$ cat config.mk
export PLATFORM = sky130hd
export DESIGN_NAME = fetch_queue
export DESIGN_NICKNAME = d
export VERILOG_FILES = /design/src/rtl/fetch_queue.sv
export SDC_FILE = /design/constraint.sdc
export NUM_CORES = 1
export LEC_CHECK = 0
export CAP_MARGIN = 20
export CORE_MARGIN = 3
export CORE_UTILIZATION = 58
export CTS_CLUSTER_DIAMETER = 40
export CTS_CLUSTER_SIZE = 40
export DETAILED_ROUTE_END_ITERATION = 12
export MAX_ROUTING_LAYER = met4
export PLACE_DENSITY = 0.95
export SLEW_MARGIN = 20
export SYNTH_ARGS = -nofsm -noshare
export SYNTH_HDL_FRONTEND = slang
export SYNTH_SLANG_ARGS = --single-unit
$ cat constraint.sdc
create_clock -name clk -period 9.65 [get_ports clk]
set_input_delay 1.93 -clock clk [delete_from_list [all_inputs] [get_ports clk]]
set_output_delay 1.93 -clock clk [all_outputs]
set_load 0.005 [all_outputs]
$ cat src/rtl/fetch_queue.sv
// RV32 fetch stage: issues word-aligned fetches under a credit limit and queues responses
// in order for decode. Redirects flush the queue and squash responses still in flight.
module fetch_queue #(
  parameter logic [31:0] RESET_PC = 32'h0000_0000,
  parameter int          DEPTH    = 4
) (
  input  logic        clk,
  input  logic        rst_n,
  output logic        imem_req,
  output logic [31:0] imem_addr,
  input  logic        imem_rvalid,
  input  logic [31:0] imem_rdata,
  output logic        id_valid,
  output logic [31:0] id_instr,
  output logic [31:0] id_pc,
  input  logic        id_ready,
  input  logic        redirect_valid,
  input  logic [31:0] redirect_pc
);
  localparam int CW = $clog2(DEPTH + 1);
  localparam int PW = (DEPTH > 1) ? $clog2(DEPTH) : 1;
  localparam logic [CW:0]   DEPTH_C = (CW + 1)'(DEPTH);
  localparam logic [PW-1:0] LAST_P  = PW'(DEPTH - 1);

  logic [CW-1:0]         count, inflight, drop;
  logic [PW-1:0]         rd_ptr, wr_ptr;
  logic [DEPTH-1:0][31:0] q;
  logic [31:0]           fetch_pc, head_pc, tgt_pc;
  logic [CW:0]           occ;
  logic                  issue, push, pop;

  function automatic logic [PW-1:0] nxt(input logic [PW-1:0] p);
    return (p == LAST_P) ? '0 : p + 1'b1;
  endfunction

  // Credit counts queued entries plus live in-flight fetches; a same-cycle pop is not credited.
  assign occ    = {1'b0, count} + {1'b0, inflight} - {1'b0, drop};
  assign issue  = rst_n && !redirect_valid && (occ < DEPTH_C);
  assign push   = imem_rvalid && (drop == '0) && !redirect_valid;
  assign pop    = id_valid && id_ready && !redirect_valid;
  assign tgt_pc = {redirect_pc[31:2], 2'b00};

  assign imem_req  = issue;
  assign imem_addr = fetch_pc;
  assign id_valid  = (count != '0);
  assign id_instr  = q[rd_ptr];
  assign id_pc     = head_pc;

  always_ff @(posedge clk or negedge rst_n) begin
    if (!rst_n) begin
      count    <= '0;
      inflight <= '0;
      drop     <= '0;
      rd_ptr   <= '0;
      wr_ptr   <= '0;
      q        <= '0;
      fetch_pc <= RESET_PC;
      head_pc  <= RESET_PC;
    end else if (redirect_valid) begin
      // Everything still outstanding belongs to the old path, including this cycle's response.
      count    <= '0;
      rd_ptr   <= '0;
      wr_ptr   <= '0;
      inflight <= inflight - CW'(imem_rvalid);
      drop     <= inflight - CW'(imem_rvalid);
      fetch_pc <= tgt_pc;
      head_pc  <= tgt_pc;
    end else begin
      inflight <= inflight + CW'(issue) - CW'(imem_rvalid);
      count    <= count + CW'(push) - CW'(pop);
      if (imem_rvalid && drop != '0) drop <= drop - 1'b1;
      if (issue) fetch_pc <= fetch_pc + 32'd4;
      if (push) begin
        q[wr_ptr] <= imem_rdata;
        wr_ptr    <= nxt(wr_ptr);
      end
      if (pop) begin
        rd_ptr  <= nxt(rd_ptr);
        head_pc <= head_pc + 32'd4;
      end
    end
  end
endmodule
==> run_results.csv, run 1 <==
group,metric,value,unit
global_routing,use_met2,0.497,
synth,syn_inst,788,
clock_network,root_buffer,"clkbuf_16",
critical_path,cp.required,7.72,ns
placement,place_hpwl,16400,µm
global_routing,busiest_layer,"met2",
detailed_routing,viasPerCell,6.17,
critical_path,worstSetupEndpointType,"output pin",
clock_network,cts_sinks,201,
synth,ys_ff_latch,201,
critical_path,worstSetupStartpointType,"input port",
synth,synth_largest_area_cell,"dfrtp_1",
timing,rsz0062_at_grt,"no",
timing,worst_slew_pin_slew,0.926,ns
synth,yosysTopAreaCellShare,0.503,
placement,io_buffers,160,
finish,ff_latch_area,0.00503,mm²
hold_path,hold_class,"reg -> reg",
timing,final-max-slew-violation-count,0,
clock_network,cts_made_buffers,29,
clock_network,postCtsSetupRepairBufs,0,
clock_network,clk_latency,0.54,ns
detailed_routing,num_vias,7359,
clock_network,htreeDepth,1,
detailed_routing,routed_wl,26700,µm
finish,multiInputGateArea,0.00469,mm²
global_routing,grt_overflow,0,
die,fp.dieArea,0.0189,mm²
synth,ys_types,56,
critical_path,r2r_slack,6.13,ns
die,die_y,137,µm
pwr,p_leak,5.53,nW
timing,slew_headroom,0.383,
die,io-pin-count,167,
die,core-area,0.0168,mm²
critical_path,crit_type,"in -> out",
finish,drive_gt1_frac,0.260,
pwr,ir_worst_vdd,0.203,mV
finish,nNetsFinal,1040,
global_routing,grt_util_all_layers,0.295,
synth,synthFlopType,"dfrtp_1",
clock_network,clk_pin_slew_worst_paths,0.06,ns
detailed_routing,drt_iter0_drc,545,
timing,fmax,181,MHz
finish,syn_to_final_growth,27.4,%
timing,whs,0.502,ns
synth,synth-edff-count,0,
timing,hold_violations,0,
synth,yosys-top-cells-area,"dfrtp_1 (50%), mux2_2 (16%), mux4_2 (7.2%), ha_1 (2.3%), xnor2_1 (1.9%)",
outcome,status,"finished clean",
detailed_routing,first_pass_iters,4,
synth,async_reset_ff_frac,1.00,
detailed_routing,wl_per_cell,22.4,µm
global_routing,grt_pass1_vias,7762,
synth,syn_avg_cell_area,12.7,µm²
synth,ys_warn_count,0,
clock_network,clockBufferDepth,3,
critical_path,cp_max_fo,85,
placement,gp_congestion,0.871,
pwr,power.density,260,mW/mm²
die,die-width,137,µm
timing,post-route-period-util,0.571,
timing,fin_skew,0.0106,ns
global_routing,use_met1,0.348,
global_routing,grt_max_degree,86,
global_routing,antenna_found_initial,1,
detailed_routing,ant_nets,0,
timing,setup_tns,0,ns
critical_path,cp.arrival,3.58,ns
timing,setup_viol,0,
die,rows,47,
pwr,power.total,3.32,mW
global_routing,grt_pass1_wl,41900,µm
timing,final.min_clock_period,5.51,ns
synth,seq_area_frac_synth,0.503,
finish,nFillCells,974,
detailed_routing,drc,0,
clock_network,postCtsHoldBufs,0,
synth,syn-cell-area,0.0100,mm²
clock_network,cts.repair.resized,0,
flow_run,cap_violations,0,
clock_network,cts_tree,"yes",
die,start_util,0.597,
global_routing,grtUsageMet3,0.0533,
synthesized netlist by cell type, drive strengths merged, types with 2 or more instances:
library cell	count
a21oi	18
ha	18
nand3	23
o31a	15
nor3	16
xor2	12
or3	14
nand2	35
buf	26
nor2b	3
o31ai	7
and2	3
a21boi	5
o21ai	15
and3	7
nor4	11
o21a	9
o2111ai	7
mux4	32
nor2	36
a31oi	17
fa	4
and4	3
nand2b	11
mux2	139
inv	28
clkbuf	16
or2	3
nand4	13
dfrtp	201
o211ai	2
xnor2	22
mux2i	3
or4	5
placed cells by master (no fill, tap or decap), drive strengths merged, types with 7 or more instances in the layout:
cell type / count
a21oi: 18
a31oi: 17
and3: 7
buf: 10
clkbuf: 32
clkdlybuf4s50: 158
clkinv: 8
dfrtp: 201
ha: 18
inv: 37
mux2: 139
mux4: 32
nand2: 35
nand2b: 11
nand3: 23
nand4: 13
nor2: 36
nor3: 16
nor4: 11
o2111ai: 7
o21a: 9
o21ai: 15
o31a: 15
o31ai: 7
or3: 14
xnor2: 22
xor2: 12
cell type report:
type,instances,share of cell area
Clock inverter,22,0.0173
Clock buffer,31,0.0591
Multi-Input combinational cell,520,0.368
Inverter,28,0.00834
Antenna cell,1,0.000196
Sequential cell,201,0.395
Tap cell,220,0.0216
Timing Repair Buffer,169,0.131
through the flow:
step                cell area, µm²  worst slack (ns)  cells   util
floorplan                    10000              5.10    791      -
global placement             11800              4.13   1138  0.702
detailed placement           11800              4.13   1138  0.702
CTS                          12700              4.12   1191  0.760
global route                 12700              4.00   1192  0.760
finish                       12700              4.14   1192  0.760
worst paths after layout:
path / depth (start not counted) / endpoint / startpoint
worst max-delay path: 4 / imem_req / rst_n
worst min-delay path: 1 / q[80]$_DFFE_PN0P_ / q[80]$_DFFE_PN0P_
worst max register to register: 9 / imem_addr[21]$_DFFE_PN0P_ / count[1]$_DFF_PN0_
worst min register to register: 1 / q[80]$_DFFE_PN0P_ / q[80]$_DFFE_PN0P_
max in group asynchronous: 2 / q[52]$_DFFE_PN0P_ / rst_n
min in group asynchronous: 1 / q[91]$_DFFE_PN0P_ / rst_n
routing by layer:
| metal | vias to the layer above | routed length (µm) | share of wire |
|---|---|---|---|
| met1 | 3723 | 10200 | 0.38 |
| met5 | - | 0 | 0 |
| met3 | 80 | 1610 | 0.060 |
| met4 | 0 | 1250 | 0.047 |
| li1 | 3239 | - | - |
| met2 | 317 | 13700 | 0.51 |
power by group:
| part | switching, mW | internal [mW] | total (mW) |
|---|---|---|---|
| Sequential | 0.172 | 1.03 | 1.20 |
| Clock | 0.434 | 0.612 | 1.05 |
| Combinational | 0.465 | 0.608 | 1.07 |
| Total | 1.07 | 2.25 | 3.32 |
sequential cells by signal, summed over array words and instances, names as in the netlist:
register	cells
wr_ptr	2
count	3
inflight	3
q	128
drop	3
imem_addr	30
rd_ptr	2
id_pc	30
cells by family after synthesis:
group,share of synthesized area
fa+ha+maj,0.0305
flops,0.503
simple gates,0.106
compound gates,0.0698
buf+inv,0.0295
mux,0.232
xor+xnor,0.0298
other cells,0.000375
worst max-delay path, stage by stage:
cell and delay [ns]:
clkbuf_8 0.51, nor2b_1 0.33, o21a_1 0.20, clkdlybuf4s50_1 0.53
No activity file was read; power rests on OpenSTA's default activity.
==> run 2: changes to the inputs <==
CORE_UTILIZATION = 54   (was 58)
PLACE_DENSITY = 0.93   (was 0.95)
clock period = 5.1 ns   (was 9.65 ns; I/O delays follow)
==> run 2 against run 1 <==
Against the previous run:
- power is 87% higher
- clock skew fell by 0.0021 ns
- largest power group unchanged
- global-route usage is 4.8 points lower
- largest cell class unchanged
- critical endpoint unchanged
- core utilization decreased by 5.4 points
- via count is 0.99% lower
==> run_results.csv, run 2 (synthesized netlist as in run 1, its figures left out) <==
group,metric,value,unit
outcome,status,"finished clean",
placement,dp.cells,1148,
timing,setup_tns,0,ns
clock_network,cts_sinks,201,
finish,utilization,0.707,
global_routing,grt_pass1_vias,7679,
clock_network,root_buffer,"clkbuf_16",
critical_path,worstSetupStartpointType,"flip-flop",
pwr,power.total,6.20,mW
timing,slew_headroom,0.407,
detailed_routing,viasPerCell,6.07,
clock_network,cts_tree,"yes",
detailed_routing,ant_nets,0,
timing,hold_violations,0,
timing,final.min_clock_period,4.44,ns
finish,nFillCells,1184,
finish,nNetsFinal,1041,
critical_path,worstSetupEndpointType,"output pin",
critical_path,cp.required,4.08,ns
clock_network,postCtsSetupRepairBufs,0,
flow_run,cap_violations,0,
placement,gp_congestion,0.916,
critical_path,r2r_end,"imem_addr[23]$_DFFE_PN0P_",
clock_network,cts_made_buffers,29,
finish,largest_reg_flops,128,
pwr,power.density,485,mW/mm²
critical_path,r2r_slack,1.48,ns
timing,final-max-slew-violation-count,0,
die,fp.dieArea,0.0202,mm²
clock_network,htreeDepth,1,
timing,post-route-period-util,0.872,
global_routing,grt_overflow,0,
die,start_util,0.553,
placement,io_buffers,160,
pwr,ir_worst_vdd,0.276,mV
detailed_routing,routed_wl,24100,µm
clock_network,postCtsHoldBufs,0,
finish,top_register,"q",
global_routing,antenna_found_initial,0,
detailed_routing,first_pass_iters,7,
die,core-area,0.0181,mm²
die,rows,49,
global_routing,grt_pass1_wl,39400,µm
finish,ff_latch_area,0.00503,mm²
detailed_routing,drt_iter0_drc,446,
detailed_routing,drc,0,
detailed_routing,num_vias,7286,
timing,rsz0062_at_grt,"no",
critical_path,cp.arrival,3.42,ns
clock_network,cts.repair.resized,0,
die,io-pin-count,167,
clock_network,clk_latency,0.52,ns
critical_path,reg2reg_depth,9,
critical_path,cp_max_fo,12,
hold_path,hold_class,"in -> async",
timing,worst_slew_pin_slew,0.889,ns
finish,fin_cells,1201,
clock_network,clk_pin_slew_worst_paths,0.06,ns
finish,syn_to_final_growth,27.8,%
critical_path,r2r_start,"count[1]$_DFF_PN0_",
die,die-width,142,µm
critical_path,crit_type,"reg -> out",
finish,insertedDiodeCount,0,
die,die_y,142,µm
finish,layout_commonest_cell,"dfrtp_1",
timing,setup_ws,0.655,ns
pwr,p_leak,5.54,nW
timing,setup_viol,0,
placement,pre_cts_slack,1.21,ns
placement,place_hpwl,15900,µm
finish,drive_gt1_frac,0.259,
finish,final_cell_mix,"dfrtp_1 (200), clkdlybuf4s50_1 (159), mux2_2 (139)",
clock_network,clockBufferDepth,3,
detailed_routing,wl_per_cell,20.0,µm
timing,fmax,225,MHz
finish,multiInputGateArea,0.00469,mm²
timing,fin_skew,0.00841,ns
global_routing,grt_util_all_layers,0.247,
global_routing,grt_max_degree,73,
==> run 2: area by class of cell <==
cell class | instances | share of cell area
clock buffer | 31 | 0.0589
clock inverter | 22 | 0.0183
inverter | 28 | 0.00832
multi-input combinational | 520 | 0.367
sequential | 201 | 0.394
tap | 229 | 0.0224
timing repair buffer | 170 | 0.131
==> run 2: worst max-delay path, stage by stage, from the launching register on <==
cell	delay [ns]
dfrtp_1	0.45
inv_1	0.15
fa_1	0.56
inv_1	0.04
ha_1	0.27
nand3b_1	0.14
and4bb_1	0.55
o21a_1	0.21
clkdlybuf4s50_1	0.53
==> run 2: metrics by stage <==
step                hold WS, ns  area, µm²
global route              0.418      12800
finish                    0.425      12800
floorplan                 0.474      10000
detailed placement        0.487      11800
CTS                       0.414      12800
global placement          0.481      11800
==> run 2: layer usage <==
layer	track usage	vias up	wire length (µm)
met5	-	-	0
met4	0.0667	0	574
met3	0.0571	65	1780
met2	0.411	315	12200
met1	0.305	3668	9550
li1	-	3238	-
==> run 2: report_power, final <==
part | leakage [nW] | total (mW) | internal (mW) | switching (mW)
logic | 2.50 | 1.98 | 1.15 | 0.830
clock network | 0.478 | 1.98 | 1.17 | 0.814
registers | 2.56 | 2.24 | 1.94 | 0.300
total | 5.54 | 6.20 | 4.26 | 1.94
==> run 2: worst max path at each step <==
stage | startpoint | end | slack (ns) | cells past startpoint
6_report | count[1]$_DFF_PN0_ | imem_req | 0.66 | 8
3_5_place_dp | count[1]$_DFF_PN0_ | imem_req | 1.21 | 8
4_1_cts | count[1]$_DFF_PN0_ | imem_req | 0.65 | 8
5_1_grt | count[1]$_DFF_PN0_ | imem_req | 0.47 | 8
3_3_place_gp | count[1]$_DFF_PN0_ | imem_req | 1.31 | 8
2_1_floorplan | count[1]$_DFF_PN0_ | inflight[2]$_DFF_PN0_ | 1.91 | 13
